### config.mk
export PLATFORM = sky130hd
export DESIGN_NAME = frame_accumulator
export DESIGN_NICKNAME = d
export VERILOG_FILES = /design/src/rtl/frame_accumulator.sv
export SDC_FILE = /design/constraint.sdc
export NUM_CORES = 1
export LEC_CHECK = 0
export BUFFER_PORTS_ARGS = -buffer_cell sky130_fd_sc_hd__buf_2
export CORE_ASPECT_RATIO = 0.5
export CORE_MARGIN = 2
export CORE_UTILIZATION = 55
export CTS_BUF_LIST = sky130_fd_sc_hd__clkbuf_4 sky130_fd_sc_hd__clkbuf_8
export DETAILED_ROUTE_END_ITERATION = 16
export GPL_TIMING_DRIVEN = 0
export HOLD_SLACK_MARGIN = 0.12
export PLACE_DENSITY = 0.79
export SLEW_MARGIN = 20
export SYNTH_ARGS = -nofsm -noshare
export SYNTH_HDL_FRONTEND = slang
export SYNTH_SLANG_ARGS = --single-unit
### constraint.sdc
create_clock -name clock -period 3.05 [get_ports clock]
set_clock_uncertainty 0.15 [all_clocks]
set_input_delay 0.305 -clock clock [delete_from_list [all_inputs] [get_ports clock]]
set_output_delay 0.305 -clock clock [all_outputs]
set_load 0.005 [all_outputs]
### src/rtl/frame_accumulator.sv
// Sums FRAME_LEN unsigned products into one frame total, presented on a valid/ready output.
// Optional clamping with sticky per-frame overflow when FRAME_ACC_SATURATE_EN is defined.
module frame_accumulator #(
  parameter int DATA_SIZE   = 16,
  parameter int FRAME_LEN   = 8,
  parameter int ACC_SIZE    = DATA_SIZE + $clog2(FRAME_LEN),
  localparam int CNT_SIZE   = $clog2(FRAME_LEN + 1)
) (
  input  logic                 clock,
  input  logic                 reset,
  input  logic                 in_valid,
  output logic                 in_ready,
  input  logic [DATA_SIZE-1:0] in_data,
  input  logic                 flush,
  output logic                 out_valid,
  input  logic                 out_ready,
  output logic [ACC_SIZE-1:0]  out_sum,
  output logic [CNT_SIZE-1:0]  out_count,
  output logic                 out_overflow
);

  localparam logic [CNT_SIZE-1:0] LAST_CNT = CNT_SIZE'(FRAME_LEN - 1);

  typedef enum logic {ST_ACCUM, ST_HOLD} state_t;

`ifdef FRAME_ACC_SATURATE_EN
  function automatic logic add_ovf(input logic [ACC_SIZE-1:0] acc,
                                   input logic [DATA_SIZE-1:0] data);
    logic [ACC_SIZE:0] s;
    s = {1'b0, acc} + (ACC_SIZE+1)'(data);
    return s[ACC_SIZE];
  endfunction

  function automatic logic [ACC_SIZE-1:0] acc_add(input logic [ACC_SIZE-1:0] acc,
                                                  input logic [DATA_SIZE-1:0] data);
    logic [ACC_SIZE:0] s;
    s = {1'b0, acc} + (ACC_SIZE+1)'(data);
    return s[ACC_SIZE] ? {ACC_SIZE{1'b1}} : s[ACC_SIZE-1:0];
  endfunction
`else
  function automatic logic [ACC_SIZE-1:0] acc_add(input logic [ACC_SIZE-1:0] acc,
                                                  input logic [DATA_SIZE-1:0] data);
    return acc + ACC_SIZE'(data);
  endfunction
`endif

  state_t              r_state;
  logic [ACC_SIZE-1:0] r_acc;
  logic [CNT_SIZE-1:0] r_cnt;
  logic [ACC_SIZE-1:0] r_sum;
  logic [CNT_SIZE-1:0] r_count;

  logic                w_accept;
  logic                w_close;
  logic [ACC_SIZE-1:0] w_acc_next;
  logic [CNT_SIZE-1:0] w_cnt_next;

  always_comb begin
    w_accept   = in_valid && (r_state == ST_ACCUM);
    w_acc_next = w_accept ? acc_add(r_acc, in_data) : r_acc;
    w_cnt_next = r_cnt + CNT_SIZE'(w_accept);
    // A lone flush on an empty frame must not emit anything.
    w_close    = (r_state == ST_ACCUM) &&
                 ((w_accept && (r_cnt == LAST_CNT)) ||
                  (flush && ((r_cnt != '0) || w_accept)));
  end

  always_ff @(posedge clock) begin
    if (reset) begin
      r_state <= ST_ACCUM;
      r_acc   <= '0;
      r_cnt   <= '0;
      r_sum   <= '0;
      r_count <= '0;
    end else begin
      case (r_state)
        ST_ACCUM: begin
          if (w_close) begin
            r_sum   <= w_acc_next;
            r_count <= w_cnt_next;
            r_acc   <= '0;
            r_cnt   <= '0;
            r_state <= ST_HOLD;
          end else if (w_accept) begin
            r_acc <= w_acc_next;
            r_cnt <= w_cnt_next;
          end
        end
        ST_HOLD: begin
          if (out_ready) r_state <= ST_ACCUM;
        end
        default: r_state <= ST_ACCUM;
      endcase
    end
  end

`ifdef FRAME_ACC_SATURATE_EN
  logic r_frame_ovf;
  logic r_ovf;
  logic w_ovf_next;

  always_comb begin
    w_ovf_next = r_frame_ovf | (w_accept & add_ovf(r_acc, in_data));
  end

  // Sticky flag follows the accumulator: latched out at close, cleared with acc.
  always_ff @(posedge clock) begin
    if (reset) begin
      r_frame_ovf <= 1'b0;
      r_ovf       <= 1'b0;
    end else if (r_state == ST_ACCUM) begin
      if (w_close) begin
        r_ovf       <= w_ovf_next;
        r_frame_ovf <= 1'b0;
      end else begin
        r_frame_ovf <= w_ovf_next;
      end
    end
  end

  assign out_overflow = r_ovf;
`else
  assign out_overflow = 1'b0;
`endif

  assign in_ready  = (r_state == ST_ACCUM);
  assign out_valid = (r_state == ST_HOLD);
  assign out_sum   = r_sum;
  assign out_count = r_count;

endmodule

==> impl_metrics.env <==
export IMPL_ctsResizeCount=0
export IMPL_rsz0062_at_grt="false"
export IMPL_multiInputGateArea_um2=1620
export IMPL_p_leak_nw=1.35
export IMPL_syn_area_per_cell_um2=8.35
export IMPL_drv_slew=0
export IMPL_grt_ovfl_total=0
export IMPL_criticalPathCategory="flip-flop to flip-flop"
export IMPL_worstPathRequired_ns=3.15
export IMPL_clk_path_buf_depth=2
export IMPL_maxSlewHeadroom_pct=51.2
export IMPL_synth_distinct_cells=55
export IMPL_clock_sink_count=47
export IMPL_worstMarginPinSlew_ns=0.732
export IMPL_p_per_area_nw_per_um2=537
export IMPL_post_dp_cell_area_um2=3000
export IMPL_fmax_ghz=0.358
export IMPL_async_flop_share_pct=0
export IMPL_drcViolationCount=0
export IMPL_ir_drop_uv=336
export IMPL_drive_above_1_share_pct=17.6
export IMPL_drv_cap=0
export IMPL_drt_first_pass_iters=8
export IMPL_grt_pass1_wl_um=12000
export IMPL_cts_tree="yes"
export IMPL_syn2layout_area_growth_pct=15.8
export IMPL_worstPathArrival_ns=2.89
export IMPL_ys_ff_latch=47
export IMPL_seq_area_frac_synth_pct=35.0
export IMPL_drtIter0Drc=169
export IMPL_syn_cell_area_um2=2690
export IMPL_worstHoldEndpoint="out_sum[18]"
export IMPL_yosys_most_used_dff="dfxtp_1"
export IMPL_seqPwrFrac_pct=41.6
export IMPL_p_sw_share_pct=33.3
export IMPL_syn_instance_count=322
export IMPL_grt_pass1_vias=2547
export IMPL_grt_total_usage_pct=29.2
export IMPL_htreeDepth=2
export IMPL_hold_viol=0
export IMPL_ios=47
export IMPL_worst_r2r_path_depth=8
export IMPL_clk_latency_ns=0.30
export IMPL_p_sw_mw=0.556
export IMPL_layout_cells_most_common_list="buf_2, dfxtp_1, nor2_1"
export IMPL_antenna_cells=0
export IMPL_syn_num_nets=362
export IMPL_status="finished, final reports clean"
export IMPL_synth_top_area_cell="dfxtp_1"
export IMPL_r2r_end="out_sum[16]"
export IMPL_seq_area_um2=941
export IMPL_reg2reg_slack_ns=0.26
export IMPL_viasPerCell=5.95
export IMPL_row_count=17
export IMPL_crit_path_start_kind="flip-flop"
export IMPL_synthTopCellsByArea="dfxtp_1, ha_1, nor2_1"
export IMPL_port_buffers=45
export IMPL_min_period_ns=2.79
export IMPL_yosysTopAreaCellShare_pct=35.0
export IMPL_path_max_fanout=3
export IMPL_dieArea_um2=5500
export IMPL_initial_core_util_pct=59.1
export IMPL_antenna_found_initial=0
export IMPL_place_gp_congestion=0.934
export IMPL_clk_pin_slew_worst_paths_ns=0.09
export IMPL_die_w_um=103
export IMPL_final_nets=415
export IMPL_worstHoldStart="reset"
export IMPL_timing_final_crit_share_pct=91.5
export IMPL_totalWireLength_um=7290
export IMPL_design_area_um2=3110
export IMPL_die_h_um=53.4
export IMPL_ys_warn_count=0
export IMPL_min_path_cells=3
export IMPL_cts_buffers=5
export IMPL_wl_per_cell_um=16.5
export IMPL_mostFrequentLayoutCell="buf_2"
export IMPL_cts_root_buf="clkbuf_8"
export IMPL_fillerInstances=383
export IMPL_synth_edf_count=0
export IMPL_tns_ns=0
export IMPL_hpwl_um=5420
export IMPL_fp_coreArea_um2=4550
export IMPL_r2r_start="r_acc[0]"
export IMPL_hp_class="input port to flip-flop"
export IMPL_p_clk_share_pct=27.7
export IMPL_cp_end_kind="flip-flop"
export IMPL_p_int_mw=1.11
export IMPL_via_count=2622
export IMPL_grt_max_degree=14
export IMPL_ant_nets=0
export IMPL_p_comb_share_pct=30.7
export IMPL_setup_viol_count_final=0
how the worst max path moves through the flow:
| stage | startpoint | end | slack [ns] | cells past startpoint |
|---|---|---|---|---|
| 2_1_floorplan | in_data[0] | out_sum[16] | 0.76 | 8 |
| 3_3_place_gp | in_data[0] | out_sum[14] | 0.32 | 9 |
| 3_5_place_dp | in_data[0] | out_sum[14] | 0.26 | 9 |
| 4_1_cts | r_acc[0] | out_sum[14] | 0.35 | 8 |
| 5_1_grt | r_acc[0] | out_sum[16] | 0.02 | 8 |
| 6_report | r_acc[0] | out_sum[16] | 0.26 | 8 |
critical path, stage by stage, from the launching register on:
cell	delay, ns
dfxtp_1	0.33
ha_1	0.23
fa_1	0.45
a211oi_1	0.42
o21ai_1	0.22
a31oi_1	0.32
o22ai_1	0.21
nor4b_1	0.28
a211o_1	0.14
registers in the layout (all words and copies together) (netlist names):
signal     cells
out_sum       19
r_acc         19
out_count      4
r_cnt          4
out_valid      1
area by class of cell:
class,instances,area share [%]
buffer,17,2.77
clock inverter,1,0.965
clock buffer,6,2.45
sequential,47,30.2
timing repair buffer,46,7.56
inverter,10,1.21
multi-input combinational,248,52.2
tap,66,2.65
power groups by stage:
stage / Combinational, mW / Clock (mW) / Sequential (mW)
finish: 0.512 / 0.463 / 0.695
global route: 0.566 / 0.488 / 0.699
CTS: 0.500 / 0.461 / 0.694
detailed placement: 0.490 / 0 / 0.708
global placement: 0.475 / 0 / 0.705
floorplan: 0.356 / 0 / 0.703
cells by family after synthesis:
logic type	after synthesis	synth area share, %
XOR/XNOR	16	5.21
AO/OA/AOI/OAI	94	23.0
buffers and inverters	27	4.61
multiplexers	9	3.35
AND/OR/NAND/NOR	109	19.6
adder cells (fa/ha/maj)	19	9.12
flip-flops	47	35.0
other	1	0.139
through the flow:
step,total power [mW],util [%],instances,setup slack [ns],hold slack (ns)
after floorplan,1.06,-,322,0.758,0.303
after global placement,1.18,65.8,433,0.315,0.295
after detailed placement,1.20,65.8,433,0.262,0.297
after CTS,1.65,68.4,441,0.353,0.240
after global routing,1.75,68.4,441,0.0184,0.258
final,1.67,68.4,441,0.258,0.244
timing repair:
action,CTS,global route
buffers inserted,0,0
hold buffers,1,0
endpoints found under the hold margin,1,0
synthesized netlist by cell type (2+ instances only):
master,count
o211ai_1,4
o21ai_0,14
o21a_1,2
nor2_1,44
nand3b_1,4
nor2b_1,3
a211o_1,2
inv_1,8
o2111ai_1,2
a21o_1,7
a31oi_1,3
nand4_1,3
or4_1,3
nor3_1,5
clkbuf_1,9
xnor2_1,11
buf_4,3
inv_2,2
a211oi_1,19
a21oi_1,28
buf_2,3
o22ai_1,2
or3_1,2
nand2b_1,2
nand4b_1,2
nand2_1,25
xor2_1,5
nand3_1,7
mux2i_1,9
dfxtp_1,47
ha_1,18
per-layer routing:
metal	track usage [%]	vias to the layer above	wire length [µm]
met4	11.6	0	121
met2	46.3	105	3190
li1	-	1270	-
met3	5.15	11	429
met5	0	-	0
met1	39.6	1236	3550
Power figures use the tool's default switching activity.
